## src/rtl/match_arb_pkg.sv

```systemverilog
// rtl/match_arb_pkg.sv - shared types and constants for the match request arbiter
package match_arb_pkg;

    localparam int REQ_A_W = 3;
    localparam int REQ_C_W = 2;

    localparam logic PORT0 = 1'b0;
    localparam logic PORT1 = 1'b1;

    typedef enum logic {
        IDLE = 1'b0,
        HOLD = 1'b1
    } state_t;

    typedef struct packed {
        logic [REQ_A_W-1:0] a;
        logic               b;
        logic [REQ_C_W-1:0] c;
    } req_t;

endpackage

```

## src/rtl/rr_arb2.sv

```systemverilog
// rtl/rr_arb2.sv - two-way round-robin grant, purely combinational
module rr_arb2 (
    input  logic [1:0] valid_i,
    input  logic       last_grant_i,
    output logic       gnt_valid_o,
    output logic       gnt_id_o
);

    always_comb begin
        gnt_valid_o = |valid_i;
        gnt_id_o    = 1'b0;
        case (valid_i)
            2'b01:   gnt_id_o = 1'b0;
            2'b10:   gnt_id_o = 1'b1;
            2'b11:   gnt_id_o = ~last_grant_i;
            default: gnt_id_o = 1'b0;
        endcase
    end

endmodule

```

## src/rtl/match_req_arbiter.sv

```systemverilog
// rtl/match_req_arbiter.sv - two requesters sharing one registered match unit
module match_req_arbiter
    import match_arb_pkg::*;
#(
    parameter int             A_W     = REQ_A_W,
    parameter int             C_W     = REQ_C_W,
    parameter logic [A_W-1:0] MATCH_A = A_W'(2),
    parameter logic [C_W-1:0] MATCH_C = C_W'(0),
    parameter int             CNT_W   = 8
) (
    input  logic             clk,
    input  logic             rst,
    input  logic             req0_valid,
    output logic             req0_ready,
    input  logic [A_W-1:0]   req0_a,
    input  logic             req0_b,
    input  logic [C_W-1:0]   req0_c,
    input  logic             req1_valid,
    output logic             req1_ready,
    input  logic [A_W-1:0]   req1_a,
    input  logic             req1_b,
    input  logic [C_W-1:0]   req1_c,
    output logic             rsp_valid,
    input  logic             rsp_ready,
    output logic             rsp_id,
    output logic             rsp_hit,
    output logic [CNT_W-1:0] hit_count0,
    output logic [CNT_W-1:0] hit_count1
);

    state_t           state_q, state_d;
    logic             last_grant_q, last_grant_d;
    logic             rsp_id_q, rsp_id_d;
    logic             rsp_hit_q, rsp_hit_d;
    logic [CNT_W-1:0] cnt0_q, cnt0_d;
    logic [CNT_W-1:0] cnt1_q, cnt1_d;

    logic free, gnt_valid, gnt_id, accept;
    logic match0, match1, hit;

    rr_arb2 u_arb (
        .valid_i      ({req1_valid, req0_valid}),
        .last_grant_i (last_grant_q),
        .gnt_valid_o  (gnt_valid),
        .gnt_id_o     (gnt_id)
    );

    // The slot frees up in the same cycle the consumer takes the held response.
    assign free       = (state_q == IDLE) || rsp_ready;
    assign accept     = free && gnt_valid;
    assign req0_ready = accept && (gnt_id == PORT0);
    assign req1_ready = accept && (gnt_id == PORT1);

    assign match0 = (req0_a == MATCH_A) && req0_b  && (req0_c == MATCH_C);
    assign match1 = (req1_a == MATCH_A) && !req1_b && (req1_c == MATCH_C);
    assign hit    = (gnt_id == PORT1) ? match1 : match0;

    always_comb begin
        state_d      = state_q;
        last_grant_d = last_grant_q;
        rsp_id_d     = rsp_id_q;
        rsp_hit_d    = rsp_hit_q;
        cnt0_d       = cnt0_q;
        cnt1_d       = cnt1_q;
        if (accept) begin
            state_d      = HOLD;
            last_grant_d = gnt_id;
            rsp_id_d     = gnt_id;
            rsp_hit_d    = hit;
            if (hit && (gnt_id == PORT0) && (cnt0_q != {CNT_W{1'b1}}))
                cnt0_d = cnt0_q + CNT_W'(1);
            if (hit && (gnt_id == PORT1) && (cnt1_q != {CNT_W{1'b1}}))
                cnt1_d = cnt1_q + CNT_W'(1);
        end else if ((state_q == HOLD) && rsp_ready) begin
            state_d = IDLE;
        end
    end

    always_ff @(posedge clk) begin
        if (rst) begin
            state_q      <= IDLE;
            last_grant_q <= PORT1;
            rsp_id_q     <= 1'b0;
            rsp_hit_q    <= 1'b0;
            cnt0_q       <= '0;
            cnt1_q       <= '0;
        end else begin
            state_q      <= state_d;
            last_grant_q <= last_grant_d;
            rsp_id_q     <= rsp_id_d;
            rsp_hit_q    <= rsp_hit_d;
            cnt0_q       <= cnt0_d;
            cnt1_q       <= cnt1_d;
        end
    end

    assign rsp_valid  = (state_q == HOLD);
    assign rsp_id     = rsp_id_q;
    assign rsp_hit    = rsp_hit_q;
    assign hit_count0 = cnt0_q;
    assign hit_count1 = cnt1_q;

endmodule

```

## config.mk

```make
export PLATFORM = sky130hd
export DESIGN_NAME = match_req_arbiter
export DESIGN_NICKNAME = d
export VERILOG_FILES = /design/src/rtl/match_arb_pkg.sv /design/src/rtl/rr_arb2.sv /design/src/rtl/match_req_arbiter.sv
export SDC_FILE = /design/constraint.sdc
export NUM_CORES = 1
export LEC_CHECK = 0
export ABC_AREA = 1
export ABC_CLOCK_PERIOD_IN_PS = 2320
export CORE_AREA = 2 2 54 56
export CTS_CLUSTER_DIAMETER = 80
export DETAILED_ROUTE_END_ITERATION = 6
export DIE_AREA = 0 0 56 58
export GPL_ROUTABILITY_DRIVEN = 0
export GPL_TIMING_DRIVEN = 0
export PLACE_DENSITY = 0.84
export SYNTH_ARGS = -nofsm -noshare
export SYNTH_HDL_FRONTEND = slang
export SYNTH_SLANG_ARGS = --single-unit
```

## constraint.sdc

```tcl
create_clock -name clk -period 2.32 [get_ports clk]
set_input_delay 0.464 -clock clk [delete_from_list [all_inputs] [get_ports clk]]
set_output_delay 0.464 -clock clk [all_outputs]
set_load 0.02 [all_outputs]
```

### Yosys cells after proc, flatten, opt, wreduce, memory -nomap -nowiden

Cells that the tools add are included.

* register bits: 20
* input bits: 17
* output and inout port bits: 21

* add/sub/neg operators: 2
* equal/unequal tests: 6
* mux-type cells: 4
* bitwise logic cells: 3
* reductions and logical operators: 20

Operators with widths (count)
* $add A8 B1 Y8 const B: 2
* $ne A8 B8 Y1 const B: 2
* $logic_and A1 B1 Y1: 12
* $eq A3 B2 Y1 const B: 2
* $eq A2 B2 Y1 const B: 2
* $logic_not A2 Y1: 2
* $reduce_and A2 Y1: 2
* $mux W1: 3
* $not A1 Y1: 3
* $pmux W1 S2: 1
* $reduce_bool A2 Y1: 1
* $reduce_or A2 Y1: 1
* $logic_not A1 Y1: 1
* $logic_or A1 B1 Y1: 1

### Depth between registers and ports, before layout

Gate-level depths: netlist (run 1).

* depth after elaboration: 7
* mapped depth: 9

### By module

From an unflattened synthesis (run 1), not the netlist that was laid out.

* cells, all modules: 196
* area, all modules: 1227.4 µm²

Modules (own cells, without submodules)
* match_req_arbiter: times used 1, cells an instance 193, area an instance 1212.4 µm², sequential area each 400.4 µm²
* rr_arb2: times used 1, cells an instance 3, area an instance 15.0 µm², sequential area each 0.0 µm²

### Worst setup path before layout (run 1)

Ideal clock, no wire load.

* kind: register -> register
* start point: reg cnt0_q[0] (netlist: hit_count0[0])
* end point: reg cnt0_q[0] (netlist: hit_count0[0])
* setup time: 116 ps
* data arrival time: 1323 ps
* setup slack: 881 ps
* stages on the path, launching flop included: 9
* buffers on the path: 0
* cells stage by stage: dfxtp_1 -> ha_1 -> nand2_1 -> inv_1 -> nand3_4 -> nand3_4 -> inv_1 -> nor2_1 -> nor2_1

* cells in the longest elaborated chain, start to end: 3
* elaborated cells between the ends (all ways): 4
* those cells by class: add/sub: 1; eq/ne: 1; reduce/logical: 2

Ends and longest elaborated chain
* start: declaration: line match_req_arbiter.sv:35 `logic [CNT_W-1:0] cnt0_q, cnt0_d;`
* start signal: assignment: line match_req_arbiter.sv:92 `cnt0_q <= cnt0_d;`
* parallel branches: the longest is 3 deep, another holds $add A8 B1 Y8

Parallel ways; which one is timed is not known.
A chain may end at the register's enable or synchronous reset.

### Worst setup path after layout (run 1)

* start point: in req0_valid
* end point: out req0_ready

* cells in the longest elaborated chain, start to end: 4
* elaborated cells between the ends (all ways): 7
* those cells by class: eq/ne: 2; mux: 1; bitwise: 1; reduce/logical: 3

Ends and longest elaborated chain
* start: declaration: line match_req_arbiter.sv:13 `input logic req0_valid,`
* $eq A2 B2 Y1: line rr_arb2.sv:12 `case (valid_i)`
* $pmux W1 S2: line rr_arb2.sv:12
* $not A1 Y1: line match_req_arbiter.sv:51 `assign req0_ready = accept && (gnt_id == PORT0);`
* $logic_and A1 B1 Y1 *: line match_req_arbiter.sv:51
* end: declaration: line match_req_arbiter.sv:14 `output logic req0_ready,`

Mark *: on every way between the ends. The rest lies on a longest branch, timed or not.

==> flow_summary.html, run 1 <==
<table>
<tr><th>Metric</th><th>Value</th></tr>
<tr><th colspan="2">Logic synthesis</th></tr>
<tr><td>Count of synthesis-stage warnings from yosys</td><td>0</td></tr>
<tr><td>Mean post-synth cell area</td><td>~6.5 sq um</td></tr>
<tr><td>Net count of the mapped netlist</td><td>200</td></tr>
<tr><td>Cell count after synthesis</td><td>181</td></tr>
<tr><td>Part of the Yosys area used for sequential elements</td><td>around 34%</td></tr>
<tr><td>Library cells used by synthesis</td><td>20</td></tr>
<tr><td>Flip-flop and latch count after synthesis</td><td>20</td></tr>
<tr><td>Cell area after synthesis</td><td>1170 sq um</td></tr>
<tr><th colspan="2">Die</th></tr>
<tr><td>Number of placement rows</td><td>19</td></tr>
<tr><td>Die H</td><td>roughly 58 um</td></tr>
<tr><td>Number of top-level design ports</td><td>38</td></tr>
<tr><td>Overall die area</td><td>between 3000 and 4000 sq um</td></tr>
<tr><td>Horizontal die dimension</td><td>between 50 and 60 um</td></tr>
<tr><td>Initial Util</td><td>approximately 44%</td></tr>
<tr><td>Core footprint</td><td>approximately 2700 sq um</td></tr>
<tr><th colspan="2">Route</th></tr>
<tr><td>First drt pass iteration count</td><td>4</td></tr>
<tr><td>Drt initial violations</td><td>33</td></tr>
<tr><td>Number of vias per cell</td><td>4.96</td></tr>
<tr><td>DRC violations left</td><td>0</td></tr>
<tr><td>Detailed-route via count</td><td>between 1,000 and 1,500</td></tr>
<tr><td>Aggregate routed wire length</td><td>~2700 um</td></tr>
<tr><td>Number of routed nets with antenna violations</td><td>0</td></tr>
<tr><td>Mean routed wirelength per cell</td><td>approximately 11 um</td></tr>
<tr><th colspan="2">Worst setup path</th></tr>
<tr><td>Required time at the endpoint of the critical path</td><td>approximately 1.9 ns</td></tr>
<tr><td>Number of cells traversed by the worst register-to-register path</td><td>8</td></tr>
<tr><td>Biggest fanout along the worst timing path</td><td>4</td></tr>
<tr><td>Worst Path Class, Setup</td><td>input pin to primary output</td></tr>
<tr><td>Timing endpoint of the critical path</td><td>req0_ready</td></tr>
<tr><td>Critical register-to-register path endpoint</td><td>hit_count1[1]</td></tr>
<tr><td>Worst setup SP type</td><td>input pin</td></tr>
<tr><td>Start point of the critical path</td><td>req0_valid</td></tr>
<tr><td>Element type at the critical path end</td><td>primary output</td></tr>
<tr><td>Critical path data arrival time</td><td>about 1.8 ns</td></tr>
<tr><td>Reg2Reg Launch Point</td><td>hit_count1[0]</td></tr>
<tr><td>Worst R2R Setup Slack</td><td>about 0.8 ns</td></tr>
<tr><th colspan="2">CTS</th></tr>
<tr><td>Clock transition at the registers of the reported paths</td><td>roughly 0.12 ns</td></tr>
<tr><td>CTS Buf Count</td><td>3</td></tr>
<tr><td>Root Buffer Master</td><td>sky130_fd_sc_hd__clkbuf_4</td></tr>
<tr><td>Clock tree from TritonCTS</td><td>yes</td></tr>
<tr><td>Maximum clock insertion buffer count</td><td>2</td></tr>
<tr><td>Number of clock sinks seen by CTS</td><td>20</td></tr>
<tr><td>Clock insertion delay at the later pin of the skew report</td><td>0.31 ns</td></tr>
<tr><td>H-Tree Depth</td><td>1</td></tr>
<tr><th colspan="2">Run status</th></tr>
<tr><td>Outcome</td><td>finished clean</td></tr>
<tr><th colspan="2">STA</th></tr>
<tr><td>Max Transition Viols Final</td><td>0</td></tr>
<tr><td>Period minus WS final</td><td>approximately 2.2 ns</td></tr>
<tr><td>Number of endpoints with negative hold slack in the final report</td><td>0</td></tr>
<tr><td>Actual slew at the worst max-slew pin</td><td>0.479 ns</td></tr>
<tr><td>Max-slew headroom at the worst pin</td><td>around two thirds</td></tr>
<tr><td>Worst clock skew on the final layout</td><td>approximately 0.010 ns</td></tr>
<tr><td>Maximum clock rate</td><td>0.452 GHz</td></tr>
<tr><td>Final setup violation count</td><td>0</td></tr>
<tr><td>Unrepaired setup endpoints after global routing</td><td>false</td></tr>
<tr><td>Post-route clock period utilization</td><td>around 95%</td></tr>
<tr><td>Worst hold-check slack</td><td>0.477 ns</td></tr>
<tr><th colspan="2">Finish</th></tr>
<tr><td>Fill cell total of the finished layout</td><td>about 270</td></tr>
<tr><td>Multi-input combinational cell area</td><td>between 600 and 700 sq um</td></tr>
<tr><td>P&amp;R area growth vs syn</td><td>38.2%</td></tr>
<tr><td>Antenna diode count</td><td>0</td></tr>
<tr><td>Total non-filler cell area in the finished layout</td><td>around 1600 sq um</td></tr>
<tr><td>Final core utilization</td><td>60.7%</td></tr>
<tr><td>Flip-flop and latch area</td><td>about 400 sq um</td></tr>
<tr><td>Final Net Count</td><td>approximately 240</td></tr>
<tr><td>Share of final-layout standard cells stronger than drive strength 1</td><td>5.86%</td></tr>
<tr><td>Most frequent standard cell in the layout excluding fill and tap cells</td><td>sky130_fd_sc_hd__nand2_1</td></tr>
<tr><td>Top library cells by usage in the layout, fill and taps aside</td><td>48 x sky130_fd_sc_hd__nand2_1, 35 x sky130_fd_sc_hd__clkdlybuf4s50_1, 26 x sky130_fd_sc_hd__inv_1</td></tr>
<tr><th colspan="2">GRT</th></tr>
<tr><td>Initial antenna violation count</td><td>0</td></tr>
<tr><td>Gr ovfl total</td><td>0</td></tr>
<tr><td>Global-route wire length before repair</td><td>around 4900 um</td></tr>
<tr><td>Largest net degree at the start of global routing</td><td>12</td></tr>
<tr><td>Total Routing Usage GR</td><td>between 10% and 20%</td></tr>
<tr><td>Number of global-route vias before repair</td><td>between 1,000 and 1,500</td></tr>
<tr><th colspan="2">Power</th></tr>
<tr><td>Proportion of power drawn by flip-flops and latches</td><td>54.4%</td></tr>
<tr><td>Leakage power</td><td>0.665 nW</td></tr>
<tr><td>Power density over the cells</td><td>398 nW/um^2</td></tr>
<tr><td>Cell-internal power</td><td>486 uW</td></tr>
<tr><td>Peak supply drop</td><td>roughly 0.00036 V</td></tr>
<tr><td>Share of total power in the clock network</td><td>32.5%</td></tr>
<tr><td>Net Sw Power</td><td>about 160 uW</td></tr>
<tr><td>Power share of the combinational group</td><td>a little over an eighth</td></tr>
<tr><td>Switch share</td><td>~25%</td></tr>
<tr><th colspan="2">Placement</th></tr>
<tr><td>Estimated wirelength of the detail-placed design</td><td>2070 um</td></tr>
<tr><td>Standard cell area after detailed placement</td><td>roughly 1600 sq um</td></tr>
<tr><td>Buffers on Ports</td><td>37</td></tr>
<tr><th colspan="2">Worst hold path</th></tr>
<tr><td>Hold crit path type</td><td>flip-flop to flip-flop</td></tr>
<tr><th colspan="2">Job</th></tr>
<tr><td>Max-Cap Viols</td><td>0</td></tr>
</table>
## flip-flops by register name, summed over array words and instances (netlist names)
name	flops
hit_count0	8
hit_count1	8
rsp_valid	1
rsp_id	1
last_grant_q	1
rsp_hit	1
## what timing repair did
item,in CTS,in global routing
resized for setup,1,1
hold buffers,0,0
endpoints found under the setup margin,1,1
buffers inserted,0,0
## cells in the mapped netlist
cell type / number / area [sq um]
sky130_fd_sc_hd__xnor2_1: 2 / 17.5
sky130_fd_sc_hd__o21ai_0: 6 / 30.0
sky130_fd_sc_hd__nor2_4: 2 / 22.5
sky130_fd_sc_hd__nor3_1: 2 / 10.0
sky130_fd_sc_hd__nand3_4: 2 / 35.0
sky130_fd_sc_hd__dfxtp_1: 20 / 400
sky130_fd_sc_hd__nand2_1: 48 / 180
sky130_fd_sc_hd__xor2_1: 1 / 8.76
sky130_fd_sc_hd__nor2_1: 24 / 90.1
sky130_fd_sc_hd__nor2_2: 3 / 18.8
sky130_fd_sc_hd__nand4_1: 8 / 50.1
sky130_fd_sc_hd__inv_1: 26 / 97.6
sky130_fd_sc_hd__nand3b_1: 2 / 15.0
sky130_fd_sc_hd__clkbuf_1: 1 / 3.75
sky130_fd_sc_hd__a31oi_1: 3 / 18.8
sky130_fd_sc_hd__nand2_2: 1 / 6.26
sky130_fd_sc_hd__nand3_1: 15 / 75.1
sky130_fd_sc_hd__inv_2: 1 / 3.75
sky130_fd_sc_hd__a21oi_1: 12 / 60.1
sky130_fd_sc_hd__ha_1: 2 / 25.0
## metal layers
| layer | global-route usage (%) | part of all wire, % | vias to the layer above |
|---|---|---|---|
| met4 | 5.78 | 1.7 | 0 |
| li1 | - | - | 670 |
| met3 | 1.56 | 4.5 | 6 |
| met5 | 0 | 0 | - |
| met1 | 24.2 | 47 | 549 |
| met2 | 30.9 | 47 | 30 |
## power by group through the flow
stage | registers, mW | logic [mW] | clock network [mW]
after floorplan | 0.361 | 0.0353 | 0
after global placement | 0.358 | 0.0845 | 0
after detailed placement | 0.358 | 0.0859 | 0
after CTS | 0.350 | 0.0852 | 0.214
after global routing | 0.351 | 0.0933 | 0.222
final | 0.350 | 0.0839 | 0.209
## area by class of cell
class	count	area share (%)
buffer	1	0.232
clock buffer	4	2.25
inverter	27	6.27
multi-input combinational	133	41.1
sequential	20	24.8
tap	31	2.40
timing repair buffer	37	23.0
## how the worst min path moves through the flow
stage                       from            to  slack (ns)  cells past startpoint
floorplan           last_grant_q  last_grant_q        0.43                      2
finish              last_grant_q  last_grant_q        0.48                      2
CTS                 last_grant_q  last_grant_q        0.48                      2
global route        last_grant_q  last_grant_q        0.50                      2
detailed placement  last_grant_q  last_grant_q        0.45                      2
global placement    last_grant_q  last_grant_q        0.44                      2
## kinds of logic after synthesis
kind of cell	synth area share [%]
DFF	34.3
and+or+nand+nor	43.0
xor gates and xnor gates	2.25
adders and majority gates	2.14
AOI/OAI and AO/OA	9.32
buffers and inverters	8.99
## per-stage QoR
step	power, mW	setup TNS [ns]	worst slack, ns	cells
2_1_floorplan	0.397	0	0.881	181
3_3_place_gp	0.442	-0.161	-0.161	249
3_5_place_dp	0.444	-0.178	-0.178	249
4_1_cts	0.650	0	0.0409	253
5_1_grt	0.667	0	0.0149	253
6_report	0.643	0	0.109	253
## critical path, cell delays in order
cell and delay [ns]:
sky130_fd_sc_hd__clkdlybuf4s50_1 0.47, sky130_fd_sc_hd__nand2_1 0.06, sky130_fd_sc_hd__nand2_1 0.13, sky130_fd_sc_hd__inv_1 0.09
sky130_fd_sc_hd__nor2_2 0.17, sky130_fd_sc_hd__dlygate4sd2_1 0.37
(Power assumes the default switching activity.)
==> run 2: changes to the inputs <==
Settings changed: SETUP_SLACK_MARGIN set to 0.2.
==> flow_summary.html, run 2 (same netlist as run 1, synthesis figures left out) <==
<table>
<tr><th>Metric</th><th>Value</th></tr>
<tr><th colspan="2">STA</th></tr>
<tr><td>Max Transition Viols Final</td><td>0</td></tr>
<tr><td>Maximum clock rate</td><td>0.496 GHz</td></tr>
<tr><td>Post-route clock period utilization</td><td>86.9%</td></tr>
<tr><td>Final TNS setup</td><td>0 ns</td></tr>
<tr><td>Period minus WS final</td><td>just over 2 ns</td></tr>
<tr><td>Max-slew headroom at the worst pin</td><td>between 60% and 70%</td></tr>
<tr><td>Unrepaired setup endpoints after global routing</td><td>false</td></tr>
<tr><td>Number of endpoints with negative hold slack in the final report</td><td>0</td></tr>
<tr><td>Actual slew at the worst max-slew pin</td><td>between 0.4 and 0.5 ns</td></tr>
<tr><td>Worst clock skew on the final layout</td><td>approximately 0.011 ns</td></tr>
<tr><td>Final setup violation count</td><td>0</td></tr>
<tr><th colspan="2">CTS</th></tr>
<tr><td>Number of clock sinks seen by CTS</td><td>20</td></tr>
<tr><td>Clock tree from TritonCTS</td><td>yes</td></tr>
<tr><td>Post-CTS repair timing setup buffer count</td><td>0</td></tr>
<tr><td>Number of buffers inserted for hold repair after clock tree synthesis</td><td>0</td></tr>
<tr><td>Clock transition at the registers of the reported paths</td><td>around 0.12 ns</td></tr>
<tr><td>H-Tree Depth</td><td>1</td></tr>
<tr><td>Clock insertion delay at the later pin of the skew report</td><td>0.31 ns</td></tr>
<tr><td>CTS Buf Count</td><td>3</td></tr>
<tr><td>Maximum clock insertion buffer count</td><td>2</td></tr>
<tr><td>Root Buffer Master</td><td>sky130_fd_sc_hd__clkbuf_4</td></tr>
<tr><th colspan="2">Finish</th></tr>
<tr><td>Top library cells by usage in the layout, fill and taps aside</td><td>48 x sky130_fd_sc_hd__nand2_1, 35 x sky130_fd_sc_hd__clkdlybuf4s50_1, 26 x sky130_fd_sc_hd__inv_1</td></tr>
<tr><td>P&amp;R area growth vs syn</td><td>38.4%</td></tr>
<tr><td>Total non-filler cell area in the finished layout</td><td>about 1600 sq um</td></tr>
<tr><td>Fill cell total of the finished layout</td><td>261</td></tr>
<tr><td>Most frequent standard cell in the layout excluding fill and tap cells</td><td>sky130_fd_sc_hd__nand2_1</td></tr>
<tr><td>Final core utilization</td><td>~61%</td></tr>
<tr><td>Post-Layout Cell Count</td><td>~250</td></tr>
<tr><td>Share of final-layout standard cells stronger than drive strength 1</td><td>approximately 6.8%</td></tr>
<tr><td>Antenna diode count</td><td>0</td></tr>
<tr><td>Final Net Count</td><td>about 240</td></tr>
<tr><th colspan="2">Route</th></tr>
<tr><td>Number of vias per cell</td><td>slightly below 5</td></tr>
<tr><td>Drt initial violations</td><td>33</td></tr>
<tr><td>Mean routed wirelength per cell</td><td>10.7 um</td></tr>
<tr><td>Detailed-route via count</td><td>approximately 1,300</td></tr>
<tr><td>Number of routed nets with antenna violations</td><td>0</td></tr>
<tr><td>Aggregate routed wire length</td><td>2710 um</td></tr>
<tr><td>DRC violations left</td><td>0</td></tr>
<tr><td>First drt pass iteration count</td><td>4</td></tr>
<tr><th colspan="2">Placement</th></tr>
<tr><td>Estimated wirelength of the detail-placed design</td><td>roughly 2100 um</td></tr>
<tr><td>Standard cell area after detailed placement</td><td>around 1600 sq um</td></tr>
<tr><td>Placed cell count</td><td>between 200 and 250</td></tr>
<tr><td>Buffers on Ports</td><td>37</td></tr>
<tr><th colspan="2">Die</th></tr>
<tr><td>Number of placement rows</td><td>19</td></tr>
<tr><td>Die H</td><td>roughly 58 um</td></tr>
<tr><td>Initial Util</td><td>43.9%</td></tr>
<tr><td>Overall die area</td><td>between 3000 and 4000 sq um</td></tr>
<tr><td>Number of top-level design ports</td><td>38</td></tr>
<tr><td>Horizontal die dimension</td><td>56 um</td></tr>
<tr><td>Core footprint</td><td>around 2700 sq um</td></tr>
<tr><th colspan="2">Worst setup path</th></tr>
<tr><td>Required time at the endpoint of the critical path</td><td>1.86 ns</td></tr>
<tr><td>Reg2Reg Launch Point</td><td>hit_count1[0]</td></tr>
<tr><td>Biggest fanout along the worst timing path</td><td>4</td></tr>
<tr><td>Element type at the critical path end</td><td>primary output</td></tr>
<tr><td>Worst Path Class, Setup</td><td>input pin to primary output</td></tr>
<tr><td>Worst R2R Setup Slack</td><td>0.78 ns</td></tr>
<tr><td>Critical path data arrival time</td><td>~1.6 ns</td></tr>
<tr><td>Critical register-to-register path endpoint</td><td>hit_count1[1]</td></tr>
<tr><td>Number of cells traversed by the worst register-to-register path</td><td>8</td></tr>
<tr><td>Worst setup SP type</td><td>input pin</td></tr>
<tr><th colspan="2">GRT</th></tr>
<tr><td>Total Routing Usage GR</td><td>18.0%</td></tr>
<tr><td>Largest net degree at the start of global routing</td><td>12</td></tr>
<tr><td>Initial antenna violation count</td><td>0</td></tr>
<tr><td>Gr ovfl total</td><td>0</td></tr>
<tr><td>Global-route wire length before repair</td><td>about 4900 um</td></tr>
<tr><td>Number of global-route vias before repair</td><td>1,163</td></tr>
<tr><th colspan="2">Power</th></tr>
<tr><td>Peak supply drop</td><td>between 0.0003 and 0.0004 V</td></tr>
<tr><td>Power density over the cells</td><td>roughly 400 nW/um^2</td></tr>
<tr><td>Leakage power</td><td>between 0.6 and 0.7 nW</td></tr>
<tr><th colspan="2">Worst hold path</th></tr>
<tr><td>Hold path startpoint</td><td>last_grant_q</td></tr>
<tr><td>Worst hold endpoint</td><td>last_grant_q</td></tr>
<tr><td>Hold crit path type</td><td>flip-flop to flip-flop</td></tr>
<tr><td>Cells on Worst Hold Path</td><td>2</td></tr>
<tr><th colspan="2">Run status</th></tr>
<tr><td>Outcome</td><td>finished clean</td></tr>
<tr><th colspan="2">Job</th></tr>
<tr><td>Max-Cap Viols</td><td>0</td></tr>
</table>
-- run 2: cell types whose count changed in the layout (fill, tap and decap cells not counted), sizes merged --
cell / delta
buf: +1
dlymetal6s2s: -1
-- run 2: worst max-delay path, stage by stage --
cell and delay (ns):
sky130_fd_sc_hd__clkdlybuf4s50_1 0.49, sky130_fd_sc_hd__nand2_1 0.12, sky130_fd_sc_hd__nor2_2 0.13, sky130_fd_sc_hd__dlygate4sd2_1 0.34
-- run 2: cell type report --
type                       instances  area, sq um  area share [%]
tap                               31         38.8            2.40
inverter                          27          101            6.26
sequential                        20          400            24.7
buffer                             1         3.75           0.232
clock buffer                       4         36.3            2.24
multi-input combinational        133          671            41.5
timing repair buffer              37          367            22.7
-- run 2: what timing repair did --
action,4_1_cts,5_1_grt
setup endpoints to repair,2,1
pin swaps,0,0
cloned,0,0
endpoints found under the hold margin,0,0
gates resized for setup,2,6
-- run 2: where the power goes --
group	total [mW]	internal [mW]	switching (mW)
registers	0.350	0.348	0.00254
clock network	0.209	0.0958	0.113
logic	0.0858	0.0426	0.0432
total	0.645	0.486	0.159
-- run 2: how the worst max path moves through the flow --
stage | from | end | slack, ns | cells past startpoint
3_3_place_gp | req0_valid | req0_ready | -0.16 | 6
6_report | req1_valid | req1_ready | 0.30 | 4
2_1_floorplan | hit_count0[0] | hit_count0[0] | 0.88 | 8
5_1_grt | req0_valid | req0_ready | 0.22 | 6
3_5_place_dp | req0_valid | req0_ready | -0.18 | 6
4_1_cts | req0_valid | req0_ready | 0.09 | 6
-- run 2: routing by layer --
metal,share of wire (%),wire [um],track usage (%)
met5,0,0,0
met2,47,1260,30.9
met3,5.1,139,1.56
met1,47,1260,24.2
met4,1.7,45,5.78
-- run 2: stage by stage --
step	worst slack, ns	hold slack, ns	total power, mW
floorplan	0.881	0.429	0.397
global placement	-0.161	0.445	0.442
detailed placement	-0.178	0.448	0.444
CTS	0.0929	0.480	0.649
global route	0.224	0.497	0.669
finish	0.304	0.477	0.645
==> run 3: changes to the inputs <==
Settings changed: CAP_MARGIN set to 20, CORE_AREA 2 2 54 56 to 4 4 56 58, DIE_AREA 0 0 56 58 to 0 0 60 62.
==> flow_summary.html, run 3 (same netlist as run 1, synthesis figures left out) <==
<table>
<tr><th>Metric</th><th>Value</th></tr>
<tr><th colspan="2">Run status</th></tr>
<tr><td>Outcome</td><td>finished clean</td></tr>
<tr><th colspan="2">Route</th></tr>
<tr><td>Number of vias per cell</td><td>roughly 5</td></tr>
<tr><td>Drt initial violations</td><td>27</td></tr>
<tr><td>DRC violations left</td><td>0</td></tr>
<tr><td>Detailed-route via count</td><td>1,261</td></tr>
<tr><td>Mean routed wirelength per cell</td><td>between 10 and 15 um</td></tr>
<tr><td>Aggregate routed wire length</td><td>2710 um</td></tr>
<tr><td>First drt pass iteration count</td><td>4</td></tr>
<tr><td>Number of routed nets with antenna violations</td><td>0</td></tr>
<tr><th colspan="2">Die</th></tr>
<tr><td>Horizontal die dimension</td><td>approximately 60 um</td></tr>
<tr><td>Core footprint</td><td>2660 sq um</td></tr>
<tr><td>Number of placement rows</td><td>19</td></tr>
<tr><td>Die H</td><td>about 62 um</td></tr>
<tr><td>Number of top-level design ports</td><td>38</td></tr>
<tr><td>Overall die area</td><td>approximately 3700 sq um</td></tr>
<tr><td>Initial Util</td><td>~44%</td></tr>
<tr><th colspan="2">Worst hold path</th></tr>
<tr><td>Worst hold endpoint</td><td>rsp_id</td></tr>
<tr><td>Hold path startpoint</td><td>rsp_id</td></tr>
<tr><td>Hold crit path type</td><td>flip-flop to flip-flop</td></tr>
<tr><td>Cells on Worst Hold Path</td><td>2</td></tr>
<tr><th colspan="2">Worst setup path</th></tr>
<tr><td>Required time at the endpoint of the critical path</td><td>1.86 ns</td></tr>
<tr><td>Biggest fanout along the worst timing path</td><td>4</td></tr>
<tr><td>Cells along the critical path</td><td>clkdlybuf4s50_1, nand2_1, nand2_1, nor2_2, dlygate4sd2_1</td></tr>
<tr><td>Critical Path Slowest Stage Cell</td><td>sky130_fd_sc_hd__clkdlybuf4s50_1</td></tr>
<tr><td>CP peak stage delay</td><td>approximately 0.43 ns</td></tr>
<tr><td>Worst Path Class, Setup</td><td>input pin to primary output</td></tr>
<tr><td>Critical path data arrival time</td><td>approximately 1.6 ns</td></tr>
<tr><td>Start point of the critical path</td><td>req0_valid</td></tr>
<tr><td>Most frequent cell on the critical path</td><td>sky130_fd_sc_hd__nand2_1</td></tr>
<tr><td>Worst R2R Setup Slack</td><td>~0.80 ns</td></tr>
<tr><td>Reg2Reg Launch Point</td><td>hit_count1[0]</td></tr>
<tr><td>Element type at the critical path end</td><td>primary output</td></tr>
<tr><td>Worst setup SP type</td><td>input pin</td></tr>
<tr><td>Critical register-to-register path endpoint</td><td>hit_count1[7]</td></tr>
<tr><td>Number of cells traversed by the worst register-to-register path</td><td>8</td></tr>
<tr><th colspan="2">STA</th></tr>
<tr><td>Period minus WS final</td><td>between 2 and 2.5 ns</td></tr>
<tr><td>Max-slew headroom at the worst pin</td><td>67.7%</td></tr>
<tr><td>Worst hold-check slack</td><td>0.472 ns</td></tr>
<tr><td>Number of endpoints with negative hold slack in the final report</td><td>0</td></tr>
<tr><td>Unrepaired setup endpoints after global routing</td><td>false</td></tr>
<tr><td>Worst clock skew on the final layout</td><td>about 0.0050 ns</td></tr>
<tr><td>Final TNS setup</td><td>0 ns</td></tr>
<tr><td>Final setup violation count</td><td>0</td></tr>
<tr><td>Actual slew at the worst max-slew pin</td><td>about 0.48 ns</td></tr>
<tr><td>Maximum clock rate</td><td>just under 0.5 GHz</td></tr>
<tr><td>Worst-case setup margin in the final layout</td><td>0.290 ns</td></tr>
<tr><td>Post-route clock period utilization</td><td>roughly 87%</td></tr>
<tr><td>Max Transition Viols Final</td><td>0</td></tr>
<tr><th colspan="2">Placement</th></tr>
<tr><td>DP Worst Slack</td><td>-0.175 ns</td></tr>
<tr><td>Standard cell area after detailed placement</td><td>1580 sq um</td></tr>
<tr><td>Placed cell count</td><td>249</td></tr>
<tr><td>Buffers on Ports</td><td>37</td></tr>
<tr><td>Estimated wirelength of the detail-placed design</td><td>~2100 um</td></tr>
<tr><th colspan="2">Finish</th></tr>
<tr><td>Antenna diode count</td><td>0</td></tr>
<tr><td>Share of final-layout standard cells stronger than drive strength 1</td><td>~6.8%</td></tr>
<tr><td>Post-Layout Cell Count</td><td>between 200 and 300</td></tr>
<tr><td>P&amp;R area growth vs syn</td><td>38.4%</td></tr>
<tr><td>Most frequent standard cell in the layout excluding fill and tap cells</td><td>sky130_fd_sc_hd__nand2_1</td></tr>
<tr><td>Final Net Count</td><td>242</td></tr>
<tr><td>Total non-filler cell area in the finished layout</td><td>approximately 1600 sq um</td></tr>
<tr><td>Top library cells by usage in the layout, fill and taps aside</td><td>48 x sky130_fd_sc_hd__nand2_1, 35 x sky130_fd_sc_hd__clkdlybuf4s50_1, 26 x sky130_fd_sc_hd__inv_1</td></tr>
<tr><th colspan="2">CTS</th></tr>
<tr><td>Number of buffers inserted for hold repair after clock tree synthesis</td><td>0</td></tr>
<tr><td>Post-CTS repair timing setup buffer count</td><td>0</td></tr>
<tr><td>Number of clock sinks seen by CTS</td><td>20</td></tr>
<tr><td>Clock tree from TritonCTS</td><td>yes</td></tr>
<tr><td>CTS Buf Count</td><td>3</td></tr>
<tr><td>H-Tree Depth</td><td>1</td></tr>
<tr><td>Root Buffer Master</td><td>sky130_fd_sc_hd__clkbuf_4</td></tr>
<tr><td>Clock insertion delay at the later pin of the skew report</td><td>roughly 0.3 ns</td></tr>
<tr><td>Maximum clock insertion buffer count</td><td>2</td></tr>
<tr><td>Clock transition at the registers of the reported paths</td><td>roughly 0.12 ns</td></tr>
<tr><th colspan="2">Power</th></tr>
<tr><td>Leakage power</td><td>0.654 nW</td></tr>
<tr><td>Cell-internal power</td><td>between 400 and 500 uW</td></tr>
<tr><td>Proportion of power drawn by flip-flops and latches</td><td>between 50 and 60%</td></tr>
<tr><td>Switch share</td><td>around a quarter</td></tr>
<tr><td>Peak supply drop</td><td>~0.00034 V</td></tr>
<tr><td>Net Sw Power</td><td>~160 uW</td></tr>
<tr><td>Power share of the combinational group</td><td>a little over an eighth</td></tr>
<tr><td>Power density over the cells</td><td>approximately 400 nW/um^2</td></tr>
<tr><td>Share of total power in the clock network</td><td>32.1%</td></tr>
<tr><th colspan="2">GRT</th></tr>
<tr><td>Largest net degree at the start of global routing</td><td>12</td></tr>
<tr><td>Gr ovfl total</td><td>0</td></tr>
<tr><td>Total Routing Usage GR</td><td>between 10% and 20%</td></tr>
<tr><td>Number of global-route vias before repair</td><td>about 1,000</td></tr>
<tr><td>Initial antenna violation count</td><td>0</td></tr>
<tr><td>Global-route wire length before repair</td><td>4270 um</td></tr>
<tr><th colspan="2">Job</th></tr>
<tr><td>Max-Cap Viols</td><td>0</td></tr>
</table>
run 3: power groups by stage:
stage	Sequential (mW)	Clock, mW	Combinational [mW]
floorplan	0.361	0	0.0353
global placement	0.358	0	0.0847
detailed placement	0.358	0	0.0858
CTS	0.350	0.210	0.0839
global route	0.351	0.225	0.0945
finish	0.350	0.206	0.0855
run 3: area by class of cell:
class                      count  area [sq um]
tap                           31          38.8
fill                         255          1040
clock buffer                   4          36.3
multi-input combinational    133           671
timing repair buffer          37           367
buffer                         1          3.75
sequential                    20           400
inverter                      27           101
run 3: worst max-delay path by stage:
stage                         end  slack [ns]  cells after the start
detailed placement     req0_ready       -0.18                      6
floorplan           hit_count0[0]        0.88                      8
finish                 req1_ready        0.29                      5
global route           req0_ready        0.23                      6
global placement       req0_ready       -0.17                      6
CTS                    req0_ready         0.1                      6
run 3: worst max-delay path, delay by kind of cell:
kind | cells | cell delay [ns]
buffers and inverters | 2 | 0.78
and+or+nand+nor | 3 | 0.33
run 3: timing repair:
action / CTS / global route
pin swaps: 0 / 0
gates resized for setup: 2 / 6
setup endpoints to repair: 2 / 1
run 3: through the flow:
step                utilization (%)  total power [mW]
floorplan                         -             0.397
global placement               59.3             0.443
detailed placement             59.3             0.444
CTS                            60.5             0.644
global route                   60.8             0.671
finish                         60.8             0.641
run 3: per-layer routing:
metal | track usage [%] | up-vias | wire length [um]
met5 | 0 | - | 0
met1 | 19.3 | 550 | 1230
met2 | 24.1 | 41 | 1210
met3 | 3.31 | 2 | 235
li1 | - | 668 | -
met4 | 7.59 | 0 | 22
